===== src/rtl/lag_link_pkg.sv =====
// Shared definitions for the LAG mesh router-to-router link.
//   LINK_MAX_STAGES : deepest forward or credit pipeline a link may be built with.
//   cnt_width()     : width of a per-lane credit counter that must hold 0..buf_len.
package lag_link_pkg;

    localparam int unsigned LINK_MAX_STAGES = 8;

    function automatic int unsigned cnt_width(input int unsigned buf_len);
        return $clog2(buf_len + 1);
    endfunction

endpackage


===== src/rtl/lag_delay_line.sv =====
// Resettable DEPTH-stage register chain carrying a valid bit and a data word.
// Data registers load only when the valid entering that stage is 1, so bubbles
// clear the valid without disturbing the stored data. DEPTH = 0 is a plain wire.
// W = 0 gives a valid-only line; a 1-bit data path is kept for a legal port
// width, and the caller ties it to zero.
//   clk, rst_n : clock, synchronous active-low reset
//   in_valid   : valid entering stage 0
//   in_data    : data entering stage 0
//   out_valid  : valid leaving the last stage
//   out_data   : data leaving the last stage
module lag_delay_line #(
    parameter  int unsigned W     = 1,
    parameter  int unsigned DEPTH = 1,
    localparam int unsigned DW    = (W > 0) ? W : 1
) (
    input  logic          clk,
    input  logic          rst_n,
    input  logic          in_valid,
    input  logic [DW-1:0] in_data,
    output logic          out_valid,
    output logic [DW-1:0] out_data
);

    if (DEPTH == 0) begin : g_wire
        assign out_valid = in_valid;
        assign out_data  = in_data;
    end else begin : g_pipe
        logic [DEPTH-1:0] vld_q, vld_d;
        logic [DW-1:0]    dat_q [DEPTH];
        logic [DW-1:0]    dat_d [DEPTH];

        always_comb begin
            vld_d[0] = in_valid;
            dat_d[0] = in_valid ? in_data : dat_q[0];
            for (int unsigned i = 1; i < DEPTH; i++) begin
                vld_d[i] = vld_q[i-1];
                dat_d[i] = vld_q[i-1] ? dat_q[i-1] : dat_q[i];
            end
        end

        always_ff @(posedge clk) begin
            if (!rst_n) begin
                vld_q <= '0;
                for (int unsigned i = 0; i < DEPTH; i++) begin
                    dat_q[i] <= '0;
                end
            end else begin
                vld_q <= vld_d;
                for (int unsigned i = 0; i < DEPTH; i++) begin
                    dat_q[i] <= dat_d[i];
                end
            end
        end

        assign out_valid = vld_q[DEPTH-1];
        assign out_data  = dat_q[DEPTH-1];
    end

endmodule


===== src/rtl/lag_credit_link.sv =====
// Pipelined LAG mesh link: NPL independent lanes of flits through a STAGES-deep
// forward pipe, per-lane credits back through a CR_STAGES-deep return pipe, and
// an upstream credit counter per lane that drives up_ready directly.
//   clk, rst_n : clock, synchronous active-low reset
//   up_flit    : upstream flits, lane l at [l*FLIT_W +: FLIT_W]
//   up_valid   : upstream flit present per lane
//   up_ready   : lane has at least one credit (registered decode, no path from up_valid)
//   dn_flit    : delayed flits, same packing as up_flit
//   dn_valid   : delayed valid per lane
//   dn_credit  : downstream freed one buffer slot on the lane this cycle
//   err        : sticky per-lane protocol error (send without credit, credit overflow)
module lag_credit_link
    import lag_link_pkg::*;
#(
    parameter int unsigned NPL       = 2,
    parameter int unsigned FLIT_W    = 64,
    parameter int unsigned STAGES    = 1,
    parameter int unsigned CR_STAGES = STAGES,
    parameter int unsigned BUF_LEN   = 4
) (
    input  logic                  clk,
    input  logic                  rst_n,
    input  logic [NPL*FLIT_W-1:0] up_flit,
    input  logic [NPL-1:0]        up_valid,
    output logic [NPL-1:0]        up_ready,
    output logic [NPL*FLIT_W-1:0] dn_flit,
    output logic [NPL-1:0]        dn_valid,
    input  logic [NPL-1:0]        dn_credit,
    output logic [NPL-1:0]        err
);

    localparam int unsigned   CW       = cnt_width(BUF_LEN);
    localparam logic [CW-1:0] CNT_FULL = CW'(BUF_LEN);
    localparam logic [CW-1:0] CNT_ONE  = CW'(1);

    if (STAGES > LINK_MAX_STAGES || CR_STAGES > LINK_MAX_STAGES ||
        BUF_LEN < 1 || NPL < 1 || FLIT_W < 1) begin : g_param_check
        $error("lag_credit_link: parameter out of range");
    end

    for (genvar l = 0; l < NPL; l++) begin : g_lane
        logic [CW-1:0]     cnt_q, cnt_d;
        logic              err_q, err_d;
        logic              accept;
        logic              cr_arrive;
        logic [FLIT_W-1:0] fwd_in;
        logic              cr_data_unused;

        assign up_ready[l] = (cnt_q != '0);
        assign accept      = up_valid[l] & up_ready[l];
        // Zeroing rejected data keeps the STAGES = 0 bypass output at 0 on bubbles.
        assign fwd_in      = accept ? up_flit[l*FLIT_W +: FLIT_W] : '0;

        lag_delay_line #(
            .W     (FLIT_W),
            .DEPTH (STAGES)
        ) u_fwd (
            .clk       (clk),
            .rst_n     (rst_n),
            .in_valid  (accept),
            .in_data   (fwd_in),
            .out_valid (dn_valid[l]),
            .out_data  (dn_flit[l*FLIT_W +: FLIT_W])
        );

        lag_delay_line #(
            .W     (0),
            .DEPTH (CR_STAGES)
        ) u_cr (
            .clk       (clk),
            .rst_n     (rst_n),
            .in_valid  (dn_credit[l]),
            .in_data   (1'b0),
            .out_valid (cr_arrive),
            .out_data  (cr_data_unused)
        );

        always_comb begin
            cnt_d = cnt_q;
            err_d = err_q;
            if (up_valid[l] && !up_ready[l]) begin
                err_d = 1'b1;
            end
            // Accept and arriving credit together cancel, even at a full counter.
            if (accept && !cr_arrive) begin
                cnt_d = cnt_q - CNT_ONE;
            end else if (cr_arrive && !accept) begin
                if (cnt_q == CNT_FULL) begin
                    err_d = 1'b1;
                end else begin
                    cnt_d = cnt_q + CNT_ONE;
                end
            end
        end

        always_ff @(posedge clk) begin
            if (!rst_n) begin
                cnt_q <= CNT_FULL;
                err_q <= 1'b0;
            end else begin
                cnt_q <= cnt_d;
                err_q <= err_d;
            end
        end

        assign err[l] = err_q;
    end

endmodule


===== config.mk =====
export PLATFORM = sky130hd
export DESIGN_NAME = lag_credit_link
export DESIGN_NICKNAME = d
export VERILOG_FILES = /design/src/rtl/lag_link_pkg.sv /design/src/rtl/lag_delay_line.sv /design/src/rtl/lag_credit_link.sv
export SDC_FILE = /design/constraint.sdc
export NUM_CORES = 1
export LEC_CHECK = 0
export CORE_MARGIN = 1
export CORE_UTILIZATION = 40
export DETAILED_ROUTE_END_ITERATION = 10
export PLACE_DENSITY = 0.8
export SLEW_MARGIN = 20
export SYNTH_ARGS = -nofsm -noshare
export SYNTH_HDL_FRONTEND = slang
export SYNTH_SLANG_ARGS = --single-unit

===== constraint.sdc =====
create_clock -name clk -period 2.6 [get_ports clk]
set_input_delay 0.39 -clock clk [delete_from_list [all_inputs] [get_ports clk]]
set_output_delay 0.39 -clock clk [all_outputs]
set_load 0.005 [all_outputs]

==> results.py <==
metrics = {
    "run_status": {
        "status": "finished clean",
    },
    "global_routing": {
        "grt_pass1_wl_mm": 21.5,
        "use_met2_pct": 35.8,
        "grt_util_all_layers_pct": 20.4,
        "grt_max_degree": 129,
        "grt_pass1_vias": 4460,
        "antenna_found_initial": 1,
        "top_usage_layer": "met2",
        "overflow": 0,
        "grt_util_met1_pct": 20.9,
        "use_met3_pct": 9.63,
    },
    "finish": {
        "fillers": 1069,
        "drive_above_1_share_pct": 4.97,
        "area_delta_synth_final_pct": 62.8,
        "fin_nets": 1013,
    },
    "die": {
        "initial_core_util_pct": 41.5,
        "core_um2": 12700,
        "rows": 41,
        "die_w_um": 117,
        "die_area_um2": 13700,
        "ios": 268,
        "die_h_um": 117,
    },
    "sta": {
        "slew_headroom_pct": 48.2,
        "layout_min_cycle_time_ns": 2.16,
        "worstMarginPinSlew_ns": 0.777,
        "fin_setup_tns_ns": 0,
        "hold_ws_ns": 0.444,
        "drv_slew": 0,
        "finalHoldViolCount": 0,
        "rsz0062_at_grt": "no",
        "setup_viol": 0,
        "finalClockSkew_ns": 0.00542,
        "fin_crit_sh_pct": 83.1,
        "max_freq_ghz": 0.463,
    },
    "logic_synthesis": {
        "synth_area_um2": 5280,
        "ys_ff_latch": 140,
        "synthTopCellsByArea": "dfxtp_1 (53%), nand3_1 (12%), o21ai_0 (10%), nand2_1 (9.4%), o21ai_1 (2.2%)",
        "synth_cells": 640,
        "synthArstFlopShare_pct": 0,
        "syn_avg_cell_area_um2": 8.25,
        "ys_top_cells_by_count": "dfxtp_1 (140), nand2_1 (132), nand3_1 (128)",
        "synth_ff_type": "dfxtp_1",
        "seq_area_frac_synth_pct": 53.1,
        "yosysMostFrequentCell": "dfxtp_1",
        "synth_top_cell_by_area": "dfxtp_1",
        "synth_nets": 780,
        "ys_types": 31,
        "yosysTopAreaCellShare_pct": 53.1,
        "ys_warn_count": 0,
        "synth_edf_count": 0,
    },
    "routing": {
        "vias_per_cell": 4.74,
        "wl_per_cell_um": 13.5,
        "drt_wl_total_mm": 14.3,
        "vias": 5022,
        "drc": 0,
        "dr.pass1.iters": 4,
        "postRouteAntennaNets": 0,
        "first_iter_violations": 329,
    },
    "critical_path": {
        "reg2reg_depth": 8,
        "critPathMaxFanout": 3,
        "crit_required_ns": 2.90,
        "endpoint_kind": "register",
        "r2r_end": "g_lane[0].cnt_q[2]",
        "r2r_slack_ns": 0.49,
        "crit_type": "in2reg",
        "crit_arrival_ns": 2.46,
        "r2r-start": "g_lane[0].cnt_q[0]",
        "critPathLaunchType": "input pin",
    },
    "worst_hold_path": {
        "hold_depth": 3,
        "hold_class": "in2reg",
        "hold_end": "g_lane[0].u_fwd.g_pipe.dat_q[0][35]",
        "holdCritStartpoint": "rst_n",
    },
    "clock_tree": {
        "cts.sinks": 140,
        "insertion_delay_ns": 0.41,
        "cts-root-buf": "clkbuf_16",
        "cts_tree": "yes",
        "cts_buffer_depth": 2,
        "cts_resized": 0,
        "cts_buffers": 17,
        "htreeDepth": 4,
        "postCtsHoldBufs": 0,
        "post-cts-setup-buffers": 0,
        "clk_pin_slew_worst_paths_ns": 0.06,
    },
    "placement": {
        "numPortBuffers": 267,
        "dp_hpwl_mm": 9.99,
        "finalWeightedCongestion": 0.765,
    },
    "flow_run": {
        "maxCapViolations": 0,
    },
    "pwr": {
        "p_leak_nw": 3.23,
        "power.density_nw_per_um2": 698,
        "vdd_drop_max_v": 0.000455,
    },
}
[sequential cells by signal, summed over array words and instances (netlist names)]
register	count
g_lane.cnt_q	6
g_lane.u_fwd.out_valid	2
g_lane.err_q	2
g_lane.u_fwd.g_pipe.dat_q	128
g_lane.u_cr.out_valid	2
[logic make-up after synthesis]
| kind of cell | synth area share (%) |
|---|---|
| AND/OR/NAND/NOR | 23.7 |
| flip-flops | 53.1 |
| AO/OA/AOI/OAI | 14.4 |
| buffers and inverters | 6.80 |
| XOR/XNOR | 0.332 |
| adder cells (fa/ha/maj) | 1.71 |
[stage by stage]
step                power (mW)  instance area [um2]  util (%)  setup WS (ns)  std cells
detailed placement        3.52                 7970      62.6         0.0460       1026
global route              6.28                 8600      67.6          0.345       1059
CTS                       6.07                 8590      67.5          0.461       1058
global placement          3.50                 7970      62.6          0.101       1026
finish                    6.00                 8600      67.6          0.440       1059
floorplan                 2.90                 5280         -          0.263        640
[critical path, stage by stage]
cell and delay (ns):
clkdlybuf4s50_1 0.55, o31ai_4 0.11, inv_1 0.07, ha_1 0.16
inv_1 0.06, fa_1 0.37, xor2_1 0.16, or4_1 0.41
a21bo_1 0.18
[where the power goes]
part	internal, mW	switching [mW]
logic	0.604	0.425
registers	2.33	0.107
clock network	1.65	0.880
[worst max path at each step]
stage	end	cells after the start	from
6_report	g_lane[0].cnt_q[2]	9	up_valid[0]
5_1_grt	g_lane[0].cnt_q[2]	8	g_lane[0].cnt_q[0]
4_1_cts	g_lane[0].cnt_q[2]	9	up_valid[0]
3_5_place_dp	g_lane[0].cnt_q[2]	9	up_valid[0]
3_3_place_gp	g_lane[0].cnt_q[2]	9	up_valid[0]
2_1_floorplan	g_lane[0].cnt_q[2]	10	g_lane[0].cnt_q[0]
[metal layers]
metal / vias to the layer above / wire length [um]
met2: 181 / 6900
met4: 0 / 262
met5: - / 0
met3: 21 / 1610
met1: 2195 / 5560
li1: 2625 / -
[cell usage in the layout (no fill, tap or decap), types with 2 or more instances in the layout]
cell type        count
clkinv_2             3
a21boi_0             2
clkbuf_16           17
buf_12               3
dfxtp_1            140
nand2_1            132
xor2_1               2
bufinv_16            4
inv_1               13
nand3_1            128
o21ai_0            107
clkinvlp_4           3
and2_1               3
and3_1               2
nor3_1               2
o21ai_1             23
nor2b_1              3
fa_1                 2
buf_4                5
clkdlybuf4s50_1    266
a221oi_1             2
o31ai_4              2
ha_1                 4
clkbuf_8             2
clkbuf_1             2
buf_6                2
[cell type report]
class	count	area (um2)	area share (%)
Multi-Input combinational cell	425	2120	24.7
Inverter	13	48.8	0.568
Tap cell	172	215	2.50
Clock inverter	11	166	1.94
Sequential cell	140	2800	32.6
Timing Repair Buffer	276	2780	32.4
Antenna cell	1	2.50	0.0291
Clock buffer	21	460	5.36
(Power assumes the default switching activity.)
